==> src/rtl/riscv_pkg.sv <==
// Shared RV32I definitions: opcodes, funct3 values, ALU control codes,
// memory access sizes and the decoded control bundle carried into ID/EX.
package riscv_pkg;

  localparam logic [6:0] OPC_LOAD   = 7'b0000011;
  localparam logic [6:0] OPC_OP_IMM = 7'b0010011;
  localparam logic [6:0] OPC_AUIPC  = 7'b0010111;
  localparam logic [6:0] OPC_STORE  = 7'b0100011;
  localparam logic [6:0] OPC_OP     = 7'b0110011;
  localparam logic [6:0] OPC_LUI    = 7'b0110111;
  localparam logic [6:0] OPC_BRANCH = 7'b1100011;
  localparam logic [6:0] OPC_JALR   = 7'b1100111;
  localparam logic [6:0] OPC_JAL    = 7'b1101111;

  localparam logic [2:0] F3_ADD_SUB = 3'd0;
  localparam logic [2:0] F3_SLL     = 3'd1;
  localparam logic [2:0] F3_SLT     = 3'd2;
  localparam logic [2:0] F3_SLTU    = 3'd3;
  localparam logic [2:0] F3_XOR     = 3'd4;
  localparam logic [2:0] F3_SRL_SRA = 3'd5;
  localparam logic [2:0] F3_OR      = 3'd6;
  localparam logic [2:0] F3_AND     = 3'd7;

  localparam logic [2:0] F3_BEQ  = 3'd0;
  localparam logic [2:0] F3_BNE  = 3'd1;
  localparam logic [2:0] F3_BLT  = 3'd4;
  localparam logic [2:0] F3_BGE  = 3'd5;
  localparam logic [2:0] F3_BLTU = 3'd6;
  localparam logic [2:0] F3_BGEU = 3'd7;

  localparam logic [6:0] F7_BASE = 7'h00;
  localparam logic [6:0] F7_ALT  = 7'h20;

  typedef enum logic [3:0] {
    ALU_ADD   = 4'h0, ALU_SUB  = 4'h1, ALU_XOR = 4'h2, ALU_OR    = 4'h3,
    ALU_AND   = 4'h4, ALU_SLL  = 4'h5, ALU_SRL = 4'h6, ALU_BEQ   = 4'h7,
    ALU_BNE   = 4'h8, ALU_SLT  = 4'h9, ALU_SRA = 4'hA, ALU_AUIPC = 4'hB,
    ALU_SLTU  = 4'hC, ALU_BLT  = 4'hD, ALU_BGE = 4'hE, ALU_LUI   = 4'hF
  } alu_op_e;

  typedef enum logic [1:0] {
    MEM_BYTE = 2'd0, MEM_HALF = 2'd1, MEM_WORD = 2'd2
  } mem_size_e;

  typedef struct packed {
    logic [3:0] alu_ctrl;
    logic       alu_src;
    logic       mem_wen;
    logic       wb_sel;
    logic       reg_wb;
    logic       branch;
    logic       jal;
    logic       jalr;
    logic       auipc;
    logic       illegal;
    logic       br_unsigned;
    logic [1:0] mem_size;
    logic       mem_unsigned;
    logic [4:0] rs1;
    logic [4:0] rs2;
    logic [4:0] rd;
  } idex_ctrl_t;

  localparam int CTRL_W = $bits(idex_ctrl_t);

  // Shared by OP and OP-IMM; alt picks SUB/SRA and is only meaningful for funct3 0/5
  function automatic alu_op_e alu_from_f3(input logic [2:0] f3, input logic alt);
    alu_op_e op;
    case (f3)
      F3_ADD_SUB: op = alt ? ALU_SUB : ALU_ADD;
      F3_SLL:     op = ALU_SLL;
      F3_SLT:     op = ALU_SLT;
      F3_SLTU:    op = ALU_SLTU;
      F3_XOR:     op = ALU_XOR;
      F3_SRL_SRA: op = alt ? ALU_SRA : ALU_SRL;
      F3_OR:      op = ALU_OR;
      default:    op = ALU_AND;
    endcase
    return op;
  endfunction

endpackage

==> src/rtl/rv_decode.sv <==
// Purely combinational RV32I decoder: instruction word to control bundle,
// register-use flags and the sign-extended immediate.
module rv_decode
  import riscv_pkg::*;
#(
  parameter int XLEN = 32
) (
  input  logic [31:0]       instr,
  output logic [CTRL_W-1:0] ctrl,
  output logic              uses_rs1,
  output logic              uses_rs2,
  output logic [XLEN-1:0]   imm
);

  idex_ctrl_t d;
  logic       bad;
  logic [2:0] f3;
  logic [6:0] f7;
  logic [31:0] imm32;

  assign f3   = instr[14:12];
  assign f7   = instr[31:25];
  assign ctrl = d;
  assign imm  = {{(XLEN-31){imm32[31]}}, imm32[30:0]};

  always_comb begin
    d        = '0;
    bad      = 1'b0;
    uses_rs1 = 1'b0;
    uses_rs2 = 1'b0;
    imm32    = '0;
    d.rs1    = instr[19:15];
    d.rs2    = instr[24:20];
    d.rd     = instr[11:7];
    d.alu_ctrl = ALU_ADD;
    case (instr[6:0])
      OPC_OP: begin
        d.reg_wb   = 1'b1;
        uses_rs1   = 1'b1;
        uses_rs2   = 1'b1;
        d.alu_ctrl = alu_from_f3(f3, f7[5]);
        bad = !((f7 == F7_BASE) ||
                ((f7 == F7_ALT) && ((f3 == F3_ADD_SUB) || (f3 == F3_SRL_SRA))));
      end
      OPC_OP_IMM: begin
        d.alu_src  = 1'b1;
        d.reg_wb   = 1'b1;
        uses_rs1   = 1'b1;
        imm32      = {{20{instr[31]}}, instr[31:20]};
        d.alu_ctrl = alu_from_f3(f3, (f3 == F3_SRL_SRA) & instr[30]);
      end
      OPC_LOAD: begin
        d.alu_src      = 1'b1;
        d.wb_sel       = 1'b1;
        d.reg_wb       = 1'b1;
        d.mem_size     = f3[1:0];
        d.mem_unsigned = f3[2];
        uses_rs1       = 1'b1;
        imm32          = {{20{instr[31]}}, instr[31:20]};
        bad = (f3 == 3'd3) || (f3 == 3'd6) || (f3 == 3'd7);
      end
      OPC_STORE: begin
        d.alu_src  = 1'b1;
        d.mem_wen  = 1'b1;
        d.mem_size = f3[1:0];
        uses_rs1   = 1'b1;
        uses_rs2   = 1'b1;
        imm32      = {{20{instr[31]}}, instr[31:25], instr[11:7]};
        bad = (f3 >= 3'd3);
      end
      OPC_BRANCH: begin
        d.branch      = 1'b1;
        d.br_unsigned = f3[2] & f3[1];
        uses_rs1      = 1'b1;
        uses_rs2      = 1'b1;
        imm32 = {{19{instr[31]}}, instr[31], instr[7], instr[30:25], instr[11:8], 1'b0};
        case (f3)
          F3_BEQ:           d.alu_ctrl = ALU_BEQ;
          F3_BNE:           d.alu_ctrl = ALU_BNE;
          F3_BLT, F3_BLTU:  d.alu_ctrl = ALU_BLT;
          F3_BGE, F3_BGEU:  d.alu_ctrl = ALU_BGE;
          default:          bad = 1'b1;
        endcase
      end
      OPC_JAL: begin
        d.jal     = 1'b1;
        d.reg_wb  = 1'b1;
        d.alu_src = 1'b1;
        imm32 = {{11{instr[31]}}, instr[31], instr[19:12], instr[20], instr[30:21], 1'b0};
      end
      OPC_JALR: begin
        d.jalr    = 1'b1;
        d.reg_wb  = 1'b1;
        d.alu_src = 1'b1;
        uses_rs1  = 1'b1;
        imm32     = {{20{instr[31]}}, instr[31:20]};
      end
      OPC_LUI: begin
        d.alu_ctrl = ALU_LUI;
        d.alu_src  = 1'b1;
        d.reg_wb   = 1'b1;
        imm32      = {instr[31:12], 12'b0};
      end
      OPC_AUIPC: begin
        d.alu_ctrl = ALU_AUIPC;
        d.auipc    = 1'b1;
        d.alu_src  = 1'b1;
        d.reg_wb   = 1'b1;
        imm32      = {instr[31:12], 12'b0};
      end
      default: bad = 1'b1;
    endcase
    // Illegal instructions still travel to EX to trap, but must not change state
    if (bad) begin
      d.illegal = 1'b1;
      d.reg_wb  = 1'b0;
      d.mem_wen = 1'b0;
      d.branch  = 1'b0;
      d.jal     = 1'b0;
      d.jalr    = 1'b0;
    end
    if (!d.reg_wb) d.rd = 5'd0;
  end

endmodule

==> src/rtl/id_ctrl_stage.sv <==
// ID stage: decodes the IF/ID instruction into the ID/EX register with a
// valid/ready handshake, load-use bubble insertion, flush and perf counters.
module id_ctrl_stage
  import riscv_pkg::*;
#(
  parameter int XLEN  = 32,
  parameter int CNT_W = 32
) (
  input  logic             clk,
  input  logic             reset,
  input  logic             id_valid,
  output logic             id_ready,
  input  logic [31:0]      id_instr,
  input  logic [XLEN-1:0]  id_pc,
  input  logic             flush,
  input  logic             ex_ready,
  output logic             ex_valid,
  output logic [3:0]       ex_alu_ctrl,
  output logic             ex_alu_src,
  output logic             ex_mem_wen,
  output logic             ex_wb_sel,
  output logic             ex_reg_wb,
  output logic             ex_branch,
  output logic             ex_jal,
  output logic             ex_jalr,
  output logic             ex_auipc,
  output logic             ex_illegal,
  output logic             ex_br_unsigned,
  output logic [1:0]       ex_mem_size,
  output logic             ex_mem_unsigned,
  output logic [XLEN-1:0]  ex_imm,
  output logic [4:0]       ex_rs1,
  output logic [4:0]       ex_rs2,
  output logic [4:0]       ex_rd,
  output logic [XLEN-1:0]  ex_pc,
  output logic [CNT_W-1:0] perf_instr,
  output logic [CNT_W-1:0] perf_stall
);

  logic [CTRL_W-1:0] dec_bits;
  idex_ctrl_t        dec;
  idex_ctrl_t        ex;
  logic              dec_uses_rs1;
  logic              dec_uses_rs2;
  logic [XLEN-1:0]   dec_imm;
  logic              hazard;
  logic              advance;
  logic              issue;
  logic              stall_event;

  rv_decode #(.XLEN(XLEN)) u_decode (
    .instr    (id_instr),
    .ctrl     (dec_bits),
    .uses_rs1 (dec_uses_rs1),
    .uses_rs2 (dec_uses_rs2),
    .imm      (dec_imm)
  );

  assign dec = idex_ctrl_t'(dec_bits);

  // A load in EX cannot forward in time to the consumer now in ID
  assign hazard = ex_valid & ex.wb_sel & (ex.rd != 5'd0) &
                  ((dec_uses_rs1 & (dec.rs1 == ex.rd)) |
                   (dec_uses_rs2 & (dec.rs2 == ex.rd)));

  assign advance     = ~ex_valid | ex_ready;
  assign issue       = advance & id_valid & ~flush & ~hazard;
  assign stall_event = advance & id_valid & hazard & ~flush;
  assign id_ready    = ~reset & advance & (flush | ~hazard);

  always_ff @(posedge clk) begin
    if (reset) begin
      ex_valid   <= 1'b0;
      ex         <= '0;
      ex_imm     <= '0;
      ex_pc      <= '0;
      perf_instr <= '0;
      perf_stall <= '0;
    end else begin
      if (advance) begin
        ex_valid <= issue;
        ex       <= issue ? dec : '0;
        ex_imm   <= issue ? dec_imm : '0;
        ex_pc    <= issue ? id_pc : '0;
      end
      if (issue)       perf_instr <= perf_instr + CNT_W'(1);
      if (stall_event) perf_stall <= perf_stall + CNT_W'(1);
    end
  end

  assign ex_alu_ctrl     = ex.alu_ctrl;
  assign ex_alu_src      = ex.alu_src;
  assign ex_mem_wen      = ex.mem_wen;
  assign ex_wb_sel       = ex.wb_sel;
  assign ex_reg_wb       = ex.reg_wb;
  assign ex_branch       = ex.branch;
  assign ex_jal          = ex.jal;
  assign ex_jalr         = ex.jalr;
  assign ex_auipc        = ex.auipc;
  assign ex_illegal      = ex.illegal;
  assign ex_br_unsigned  = ex.br_unsigned;
  assign ex_mem_size     = ex.mem_size;
  assign ex_mem_unsigned = ex.mem_unsigned;
  assign ex_rs1          = ex.rs1;
  assign ex_rs2          = ex.rs2;
  assign ex_rd           = ex.rd;

endmodule

==> config.mk <==
export PLATFORM = sky130hd
export DESIGN_NAME = id_ctrl_stage
export DESIGN_NICKNAME = d
export VERILOG_FILES = /design/src/rtl/riscv_pkg.sv /design/src/rtl/rv_decode.sv /design/src/rtl/id_ctrl_stage.sv
export SDC_FILE = /design/constraint.sdc
export NUM_CORES = 1
export LEC_CHECK = 0
export CORE_MARGIN = 3
export CORE_UTILIZATION = 51
export CTS_CLUSTER_SIZE = 25
export DETAILED_ROUTE_END_ITERATION = 8
export GPL_TIMING_DRIVEN = 0
export PLACE_DENSITY = 0.91
export SKIP_LAST_GASP = 1
export SYNTH_ARGS = -nofsm -noshare
export SYNTH_HDL_FRONTEND = slang
export SYNTH_HIERARCHICAL = 1
export SYNTH_SLANG_ARGS = --single-unit
==> constraint.sdc <==
create_clock -name clk -period 7.9 [get_ports clk]
set_input_delay 1.975 -clock clk [delete_from_list [all_inputs] [get_ports clk]]
set_output_delay 1.975 -clock clk [all_outputs]
set_load 0.03 [all_outputs]
==> impl_metrics.py <==
metrics = {
    "cts": {
        "post_cts.repair.setup_buffers": 0,
        "postCtsHoldBufs": 0,
        "clk_latency_ns": 0.42,
        "cts-buffers-inserted": 17,
        "cts_tree": "yes",
        "cts-resized-gates": 0,
        "cts.clk_slew.worst_paths_ns": 0.06,
        "cts.root.buffer_cell": "clkbuf_16",
        "clk_path_buf_depth": 2,
        "clock-sinks": 161,
        "cts_max_level": 4,
    },
    "sta": {
        "worstMarginPinSlew_ns": 0.604,
        "tns_ns": 0,
        "period_share_pct": 95.7,
        "period_minus_slack_ns": 7.56,
        "setup_viol": 0,
        "hold_viol": 0,
        "fmax_mhz": 132,
        "drv_slew": 0,
        "worst_clock_skew_ns": 0.0119,
        "rsz0062_at_grt": "false",
        "timing.slew.headroom_pct": 58.7,
    },
    "synth": {
        "synth_async_sr_flop_share_pct": 0,
        "synth_area_per_cell_sq_um": 9.37,
        "synth_edf_count": 0,
        "synth_flop_cell": "dfxtp_1",
        "ys_ff_latch": 161,
        "ys_warn_count": 6,
        "synthCells": 789,
        "yosysSeqAreaShare_pct": 43.6,
        "synth_nets": 860,
        "ys_types": 74,
        "syn_area_sq_mm": 0.00739,
    },
    "finish": {
        "n_antenna_cell": 0,
        "area_delta_synth_final_pct": 41.9,
        "multi_input_area_sq_mm": 0.00373,
        "design_area_sq_mm": 0.0105,
        "drive_gt1_share_pct": 8.39,
        "nNetsFinal": 1107,
        "regArea_sq_mm": 0.00322,
        "fin_cells": 1229,
        "n_fill_cell": 963,
    },
    "place": {
        "post_dp_cell_area_sq_mm": 0.00990,
        "io_buffers": 228,
        "dp_cells": 1197,
        "dp_hpwl_microns": 17600,
        "routabilityCongestion": 0.917,
    },
    "detailed_routing": {
        "wl_microns": 24700,
        "drc": 0,
        "drt-wirelength-per-cell_microns": 20.1,
        "firstDrtPassIters": 6,
        "vias": 7525,
        "ant_nets": 0,
        "via_per_inst": 6.12,
        "drt_iter0_markers": 756,
    },
    "critical_path": {
        "r2r-end": "ex_pc[8]",
        "critPathMaxFanout": 10,
        "rrSetupSlack_ns": 5.03,
        "r2r_cells": 8,
        "crit-reg2reg-launch": "ex_rd[4]",
        "setup.worst_path.start_class": "input port",
        "cp_data_required_time_ns": 5.93,
        "crit_type": "in2out",
        "arrival_ns": 5.58,
        "critPathCaptureType": "output port",
    },
    "power": {
        "irDropWorstVdd_mv": 0.152,
        "p_total_mw": 1.81,
        "leakage_nw": 3.79,
        "powerDensity_mw_per_mm2": 173,
    },
    "hold_path": {
        "min_to": "ex_pc[2]",
        "holdPathStages": 1,
        "hold_path_class": "reg2reg",
        "holdCritStartpoint": "ex_pc[2]",
    },
    "floorplanning": {
        "die_area_sq_mm": 0.0160,
        "die_h_microns": 126,
        "core_area_sq_mm": 0.0140,
        "die_x_microns": 126,
        "core.rowCount": 43,
        "start_util_pct": 52.6,
        "io_pins": 231,
    },
    "global_routing": {
        "gr-usage-all-layers_pct": 29.9,
        "antenna_found_initial": 0,
        "grt_max_degree": 17,
        "grt_pass1_wl_microns": 38800,
        "grt-ovfl-total": 0,
        "grt_pass1_vias": 7406,
    },
    "status": {
        "outcome": "finished, final reports clean",
    },
    "run": {
        "maxCapViolations": 0,
    },
}
==> cell families (layout without fill, tap and decap cells) <==
| logic type | Yosys count | count (layout) | synth area share (%) |
|---|---|---|---|
| simple gates | 265 | 265 | 19.7 |
| compound gates | 229 | 229 | 24.5 |
| flops | 161 | 161 | 43.6 |
| buf+inv | 82 | 342 | 5.87 |
| xor+xnor | 45 | 45 | 5.33 |
| mux | 5 | 5 | 0.745 |
| fa+ha+maj | 2 | 2 | 0.338 |
==> per-layer routing <==
metal	vias up	track usage, %	share of wire (%)
met2	437	50.0	49
li1	3435	-	-
met1	3594	35.8	39
met5	-	0	0
met3	59	9.81	10
met4	0	11.0	2.6
==> power by group <==
group	leakage (nW)	switching [mW]	internal (mW)
Sequential	1.30	0.00597	0.820
Combinational	2.21	0.0823	0.0715
Clock	0.283	0.334	0.500
Total	3.79	0.422	1.39
==> metrics by stage <==
stage          hold WS, ns  worst slack, ns  utilization, %
2_1_floorplan        0.603             1.66               -
3_3_place_gp         0.456            0.417            70.5
3_5_place_dp         0.456            0.400            70.5
4_1_cts              0.476            0.357            74.7
5_1_grt              0.486            0.198            74.7
6_report             0.471            0.343            74.7
==> sequential cells by signal, summed over array words and instances (netlist names), 2 cells and up <==
register	count
ex_rs1	5
ex_rd	5
ex_alu_ctrl	4
perf_stall	32
ex_imm	32
ex_rs2	5
perf_instr	32
ex_mem_size	2
ex_pc	32
==> critical path, cell delays in order <==
cell,delay (ns)
clkdlybuf4s50_1,0.59
nand4b_2,0.26
nor3_2,0.08
buf_4,0.17
or4_1,0.56
nand2_1,0.12
o22a_1,0.15
clkbuf_1,0.34
nor2_1,0.26
a211oi_1,0.34
clkdlybuf4s50_1,0.73
==> worst max-delay path by stage <==
stage	startpoint	slack [ns]	end
after CTS	id_instr[4]	0.36	id_ready
after floorplan	id_instr[4]	1.66	id_ready
after detailed placement	id_instr[4]	0.40	id_ready
after global routing	id_instr[4]	0.20	id_ready
after global placement	id_instr[4]	0.42	id_ready
final	id_instr[4]	0.34	id_ready
==> cells in the final DEF (no fill, tap or decap), types with 4 or more instances in the layout <==
cell             instances
a2111oi_0               16
a211oi_1                 5
a21o_1                  23
a21oi_1                 29
a22o_1                 101
and3_1                   7
and4_1                   4
buf_2                   10
buf_4                   17
buf_6                    5
clkbuf_1                35
clkbuf_16               17
clkbuf_8                 4
clkdlybuf4s50_1        228
dfxtp_1                161
inv_1                   14
mux2_2                   4
nand2_1                 44
nand3_1                 25
nand4_1                 27
nor2_1                  69
nor2b_1                 17
nor3_1                   9
nor4_1                  14
o21ai_0                 13
o22ai_1                  4
o31ai_1                 14
or3_1                    9
or4_1                   14
xnor2_1                 37
xor2_1                   8
==> Yosys cell counts (all sizes together) (8+ instances only) <==
master,count,area [sq um]
dfxtp,161,3220
a22o,103,912
nor2,69,259
nand2,44,165
xnor2,37,324
buf,33,238
clkbuf,32,120
a21oi,29,145
nand4,28,181
nand3,25,125
a21o,23,173
nor2b,17,106
a2111oi,16,140
or4,16,125
inv,15,56.3
nor4,14,87.6
o31ai,14,105
o21ai,13,65.1
nor3,11,65.1
or3,10,63.8
and3,8,55.1
xor2,8,70.1
==> area by class of cell <==
cell class / count / area share, %
Clock buffer: 24 / 4.69
Inverter: 15 / 0.537
Multi-Input combinational cell: 546 / 35.6
Timing Repair Buffer: 228 / 21.8
Tap cell: 180 / 2.15
Buffer: 67 / 3.60
Clock inverter: 8 / 0.966
Sequential cell: 161 / 30.7
Note: power is estimated with default switching activity, not from simulation.
